===== src/rtl/dequantize.sv =====
// dequantize: reads INT4 rows from the quantized-output RAM, multiplies every
// lane by its latched per-lane scale factor and streams full-width signed rows
// to the consumer through a 2-entry output queue with valid/ready handshake.
//
// state | meaning
// ------+--------------------------------------------------------------
// IDLE  | waiting for i_start; scale factors latched on accept
// RUN   | issuing RAM reads as queue credit allows, rows 0..DEPTH-1
// DRAIN | all reads issued; waiting for the queue and read pipe to empty
module dequantize #(
  parameter int LANES     = 16,
  parameter int Q_W       = 4,
  parameter int SF_W      = 8,
  parameter int DATA_W    = 40,
  parameter int DEPTH     = 64,
  parameter int ADDR_W    = 6,
  parameter int OUT_SHIFT = 0
) (
  input  logic                      i_clk,
  input  logic                      i_rst,
  input  logic                      i_start,
  input  logic [LANES*SF_W-1:0]     i_sf,
  output logic                      o_busy,
  output logic                      o_done,
  output logic                      o_ram_re,
  output logic [ADDR_W-1:0]         o_ram_addr,
  input  logic [LANES*Q_W-1:0]      i_ram_data,
  output logic                      o_valid,
  output logic [LANES*DATA_W-1:0]   o_data,
  output logic [ADDR_W-1:0]         o_addr,
  input  logic                      i_ready
);

  localparam int P_W = Q_W + SF_W;
  localparam logic [ADDR_W-1:0] LAST_ROW = ADDR_W'(DEPTH - 1);

  typedef enum logic [1:0] {S_IDLE, S_RUN, S_DRAIN} state_t;

  state_t                    state_q, state_d;
  logic [ADDR_W-1:0]         rd_addr_q, rd_addr_d;
  logic                      infl_q, infl_d;
  logic [ADDR_W-1:0]         infl_addr_q, infl_addr_d;
  logic [LANES*SF_W-1:0]     sf_q, sf_d;
  logic [1:0]                cnt_q, cnt_d;
  logic [LANES*DATA_W-1:0]   head_data_q, head_data_d;
  logic [ADDR_W-1:0]         head_addr_q, head_addr_d;
  logic [LANES*DATA_W-1:0]   tail_data_q, tail_data_d;
  logic [ADDR_W-1:0]         tail_addr_q, tail_addr_d;
  logic [ADDR_W-1:0]         out_row_q, out_row_d;
  logic                      done_q, done_d;

  logic                      pop;
  logic                      push;
  logic [2:0]                credit;
  logic                      last_issue;
  logic [LANES*DATA_W-1:0]   row_new;

  // Per-lane rescale: signed q times zero-extended scale, then sign-extend and shift.
  for (genvar g = 0; g < LANES; g++) begin : g_lane
    logic signed [P_W-1:0] prod;
    logic [Q_W-1:0]        q;
    logic [SF_W-1:0]       s;
    assign q    = i_ram_data[g*Q_W +: Q_W];
    assign s    = sf_q[g*SF_W +: SF_W];
    assign prod = $signed({{SF_W{q[Q_W-1]}}, q}) * $signed({{Q_W{1'b0}}, s});
    assign row_new[g*DATA_W +: DATA_W] = {{(DATA_W-P_W){prod[P_W-1]}}, prod} << OUT_SHIFT;
  end

  // Handshake and read-credit terms; credit keeps at most 2 rows queued or in flight.
  always_comb begin
    pop        = (cnt_q != 2'd0) && i_ready;
    push       = infl_q;
    credit     = {1'b0, cnt_q} + {2'b00, infl_q} - {2'b00, pop};
    last_issue = o_ram_re && (rd_addr_q == LAST_ROW);
  end

  // State register.
  always_ff @(posedge i_clk or posedge i_rst) begin
    if (i_rst) state_q <= S_IDLE;
    else       state_q <= state_d;
  end

  // Next-state logic; once in DRAIN every row has been issued, so an empty
  // queue with nothing in flight means the last row has been popped.
  always_comb begin
    state_d = state_q;
    case (state_q)
      S_IDLE:  if (i_start) state_d = S_RUN;
      S_RUN:   if (last_issue) state_d = S_DRAIN;
      S_DRAIN: if ((cnt_q == 2'd0) && !infl_q) state_d = S_IDLE;
      default: state_d = S_IDLE;
    endcase
  end

  // FSM outputs, combinational from registered state.
  always_comb begin
    o_busy     = (state_q != S_IDLE);
    o_ram_re   = (state_q == S_RUN) && (credit < 3'd2);
    o_ram_addr = rd_addr_q;
  end

  // Datapath next values: read counter, read pipe, output queue, done pulse.
  always_comb begin
    rd_addr_d   = rd_addr_q;
    infl_d      = 1'b0;
    infl_addr_d = infl_addr_q;
    sf_d        = sf_q;
    cnt_d       = cnt_q;
    head_data_d = head_data_q;
    head_addr_d = head_addr_q;
    tail_data_d = tail_data_q;
    tail_addr_d = tail_addr_q;
    out_row_d   = out_row_q;
    done_d      = 1'b0;
    if ((state_q == S_IDLE) && i_start) begin
      sf_d      = i_sf;
      rd_addr_d = '0;
      out_row_d = '0;
      cnt_d     = 2'd0;
    end else begin
      if (o_ram_re) begin
        rd_addr_d   = rd_addr_q + ADDR_W'(1);
        infl_d      = 1'b1;
        infl_addr_d = rd_addr_q;
      end
      // Credit rule guarantees a push never lands in a full queue.
      case ({push, pop})
        2'b10: begin
          if (cnt_q == 2'd0) begin
            head_data_d = row_new;
            head_addr_d = infl_addr_q;
          end else begin
            tail_data_d = row_new;
            tail_addr_d = infl_addr_q;
          end
          cnt_d = cnt_q + 2'd1;
        end
        2'b01: begin
          head_data_d = tail_data_q;
          head_addr_d = tail_addr_q;
          cnt_d       = cnt_q - 2'd1;
        end
        2'b11: begin
          if (cnt_q == 2'd1) begin
            head_data_d = row_new;
            head_addr_d = infl_addr_q;
          end else begin
            head_data_d = tail_data_q;
            head_addr_d = tail_addr_q;
            tail_data_d = row_new;
            tail_addr_d = infl_addr_q;
          end
        end
        default: ;
      endcase
      if (pop) begin
        out_row_d = out_row_q + ADDR_W'(1);
        done_d    = (out_row_q == LAST_ROW);
      end
    end
  end

  // Datapath registers; reset abandons anything queued or in flight.
  always_ff @(posedge i_clk or posedge i_rst) begin
    if (i_rst) begin
      rd_addr_q   <= '0;
      infl_q      <= 1'b0;
      infl_addr_q <= '0;
      sf_q        <= '0;
      cnt_q       <= 2'd0;
      head_data_q <= '0;
      head_addr_q <= '0;
      tail_data_q <= '0;
      tail_addr_q <= '0;
      out_row_q   <= '0;
      done_q      <= 1'b0;
    end else begin
      rd_addr_q   <= rd_addr_d;
      infl_q      <= infl_d;
      infl_addr_q <= infl_addr_d;
      sf_q        <= sf_d;
      cnt_q       <= cnt_d;
      head_data_q <= head_data_d;
      head_addr_q <= head_addr_d;
      tail_data_q <= tail_data_d;
      tail_addr_q <= tail_addr_d;
      out_row_q   <= out_row_d;
      done_q      <= done_d;
    end
  end

  // Queue head drives the output port directly.
  always_comb begin
    o_valid = (cnt_q != 2'd0);
    o_data  = head_data_q;
    o_addr  = head_addr_q;
    o_done  = done_q;
  end

endmodule


===== config.mk =====
export PLATFORM = sky130hd
export DESIGN_NAME = dequantize
export DESIGN_NICKNAME = d
export VERILOG_FILES = /design/src/rtl/dequantize.sv
export SDC_FILE = /design/constraint.sdc
export NUM_CORES = 2
export LEC_CHECK = 0
export CORE_AREA = 3 3 335 337
export CTS_CLUSTER_DIAMETER = 100
export CTS_CLUSTER_SIZE = 20
export DETAILED_ROUTE_END_ITERATION = 12
export DIE_AREA = 0 0 338 340
export SYNTH_ARGS = -nofsm -noshare
export SYNTH_HDL_FRONTEND = slang
export SYNTH_SLANG_ARGS = --single-unit

===== constraint.sdc =====
create_clock -name i_clk -period 18.1 [get_ports i_clk]
set_input_delay 1.81 -clock i_clk [delete_from_list [all_inputs] [get_ports i_clk]]
set_output_delay 1.81 -clock i_clk [all_outputs]
set_load 0.05 [all_outputs]

==> reports/metrics.sh <==
YOSYSTOPAREACELL='dfrtp_1'
HOLDCRITPATHCLASS='reg2reg'
YOSYS.AREA_SHARE.ADDER_PCT=21.54
CLK_PIN_SLEW_WORST_PATHS_NS=0.08
WORST_EP_REQUIRED_TIME_NS=16.29
HOLD_BUF_CTS=0
NUMBER_OF_FLOPS_MAPPED_TO_ENABLE_CELLS_BY_YOSYS=0
OUTCOME='finished clean'
GRT_USE_TOTAL_PCT=19.15
ARRIVAL_NS=5.30
FIRST_PASS_ITERS=5
YOSYS_REGISTER_BITS=548
WIRE_PER_INST_UM=19.04
PLACE_CONGESTION=0.8188
LARGEST_NET_DEGREE_AT_THE_START_OF_GLOBAL_ROUTING=183
FINALCRITPERIODSHARE_PCT=39.30
MAX_CAP_VIOL_COUNT=0
NETS=5136
FINALSETUPTNS_NS=0
CLOCKBUFFERDEPTH=3
IO_BUFFERS=851
UPPER_CLOCK_FREQUENCY_LIMIT_MHz=140.6
LARGEST_FAMILY_OF_LOGIC_CELLS_BY_SYNTHESIZED_AREA='adder cells'
DRCVIOLATIONCOUNT=0
LAYOUT-DRIVE-GT1-SHARE_PCT=7.763
FINAL_PERIOD_MINUS_WORST_SETUP_SLACK_NS=7.113
FILL_CELL_TOTAL_OF_THE_FINISHED_LAYOUT=10420
CTS_TREE='done'
NUMBER_OF_STANDARD_CELLS_AFTER_SYNTHESIS=4036
TIGHTESTPINTRANSITION_NS=1.220
SYNTH.AREA.TOP_CELLS='dfrtp_1, ha_1, fa_1'
SYNTH.NET_COUNT=4817
SYNTH_WARNINGS=0
ANTENNA_VIOLATIONS_BEFORE_REPAIR=8
AVGSYNTHCELLAREA_UM2=10.23
PATH_MAX_FANOUT=14
CTS-RESIZED-GATES=0
ANTENNA_LEFT=0
WORST_SLEW_MARGIN_REL_PCT=18.66
CRITPATHCAPTURETYPE='output port'
POST_DRT_VIA_CELL_RATIO=5.000
SHARE_OF_THE_SYNTHESIZED_NETLIST_AREA_TAKEN_BY_XOR_AND_XNOR_GATES_PCT=3.204
GR-TOTAL-OVERFLOW=0
POST_SYNTH_MUX_AREA_SHARE_PCT=6.988
FINALHOLDVIOLATIONS=0
ROUTE.VIAS.TOTAL=29300
CTS-BUFFERS-INSERTED=40
FINALMAXSLEWVIOLATIONS=0
FIRST_GLOBAL_VIAS=29560
SYNTH.CELL_AREA_UM2=41270
SYNTH_FLOP_CELL='dfrtp_1'
SETUP_VIOL_COUNT_FINAL=0
INSERTION_DELAY_NS=0.62
SYNTHARSTFLOPSHARE_PCT=100.0
ESTIMATED_WIRELENGTH_OF_THE_DETAIL_PLACED_DESIGN_UM=80280
SYNTH-SIMPLE-AREA-SHARE_PCT=14.01
SYNTHDISTINCTLIBCELLS=54
MOST-COMMON-LAYOUT-CELLS='clkdlybuf4s50_1, dfrtp_1, ha_1, nand2_1, and2_1'
SYNTH.YOSYS.SEQ_AREA_SHARE_PCT=33.23
FIRST_PASS_GRT_WIRE_LENGTH_UM=174600
FINAL.SETUP_SKEW_NS=0.02740
GRT_SETUP_UNREPAIRED='no'
ROUTED_WL_UM=111600
MOSTFREQUENTLAYOUTCELL='clkdlybuf4s50_1'
FLOORPLAN.DIE_AREA_UM2=114900
CLOCK_TREE.HTREE_LEVEL_COUNT=2
DIE_HEIGHT_UM=340
START_KIND='input port'
DESIGN.PORTCOUNT=852
INITIALDRTVIOLATIONCOUNT=1382
CTS_NUM_SINKS=548
DESIGN.CORE.AREA_UM2=109200
PLACEMENT_ROWS=121
SYNTH_AREA_IN_COMPOUND_GATES_PCT=9.728
CLOCKROOTBUFFER='clkbuf_16'
FINAL_NON_FILLER_CELL_AREA_UM2=49110
POST-CTS-SETUP-BUFFER-COUNT=0
AREA_GROWTH_PCT=19.00
DIE-WIDTH_UM=338
POST-SYNTH-TOP-AREA-FRACTION_PCT=33.23
CRITICAL_PATH_TYPE='in2out'
INITIAL_STANDARD_CELL_UTILIZATION_OF_THE_CORE_PCT=37.81
PLACEDINSTANCEAREA_UM2=47790
-- cells in the mapped netlist (29+ instances only) --
cell type	count
a211oi_1	30
a21boi_0	29
a21o_1	67
a21oi_1	106
a221oi_1	98
and2_1	293
buf_2	71
buf_4	450
clkbuf_1	62
dfrtp_1	548
fa_1	209
ha_1	376
inv_1	145
mux2_2	197
mux2_4	41
nand2_1	294
nand3_1	92
nand4_1	41
nor2_1	261
nor2b_1	87
o21ai_0	146
xnor2_1	90
xor2_1	61
-- per-layer routing --
| layer | GRT usage, % | part of all wire, % | vias up |
|---|---|---|---|
| li1 | - | - | 13980 |
| met5 | 0 | 0.039 | - |
| met3 | 3.661 | 5.7 | 124 |
| met4 | 5.812 | 3.1 | 6 |
| met1 | 25.02 | 44 | 14570 |
| met2 | 32.05 | 47 | 614 |
-- area by class of cell --
| type | instances | area, um^2 | share of cell area (%) |
|---|---|---|---|
| antenna | 4 | 10.01 | 0.02038 |
| multi-input combinational | 2742 | 22950 | 46.73 |
| sequential | 548 | 13710 | 27.92 |
| clock buffer | 47 | 1089 | 2.216 |
| clock inverter | 20 | 221.5 | 0.4509 |
| inverter | 148 | 563.0 | 1.146 |
| timing repair buffer | 875 | 8721 | 17.76 |
| tap | 1476 | 1847 | 3.760 |
-- through the flow --
| step | std cells | setup WS (ns) | utilization, % | hold WS (ns) |
|---|---|---|---|---|
| 6_report | 5860 | 10.99 | 44.99 | 0.4823 |
| 5_1_grt | 5857 | 10.75 | 44.99 | 0.5053 |
| 4_1_cts | 5856 | 10.92 | 44.98 | 0.4891 |
| 3_5_place_dp | 5789 | 10.92 | 43.78 | 0.4697 |
| 3_3_place_gp | 5789 | 10.89 | 43.78 | 0.4608 |
| 2_1_floorplan | 4036 | 0.9694 | - | 0.4472 |
-- final timing paths --
path | from | endpoint | slack (ns) | cells past startpoint
min in group asynchronous | i_rst | o_data[205] | 1.65 | 2
setup reg to reg | cnt_q[1] | tail_data_q[283] | 13.26 | 11
max in group asynchronous | i_rst | sf_q[9] | 14.16 | 4
setup / recovery | i_ready | o_ram_re | 10.99 | 10
hold reg to reg | tail_data_q[449] | tail_data_q[449] | 0.48 | 2
hold / removal | tail_data_q[449] | tail_data_q[449] | 0.48 | 2
-- state kept, by name, summed over array words and instances, names as in the netlist --
register	count
cnt_q	2
infl_addr_q	6
infl_q	1
o_addr	6
o_data	192
o_done	1
o_ram_addr	6
out_row_q	6
sf_q	128
state_q	2
tail_addr_q	6
tail_data_q	192
-- critical path: stages --
cell and delay (ns):
clkdlybuf4s50_1 0.48, nand2b_1 0.27, clkinv_1 0.32, ha_1 0.36
nand2b_1 0.15, fa_1 0.38, xor2_1 0.17, nor3_2 0.21
buf_4 0.25, clkdlybuf4s50_1 0.89
-- logic make-up after synthesis --
logic type / Yosys count
xor+xnor: 151
buf+inv: 746
simple gates: 1160
mux: 243
flops: 548
compound gates: 603
fa+ha+maj: 585
Power is left out: the tool's default activity adds up to more than one toggle a clock period on the data nets, which glitch-free logic cannot reach.
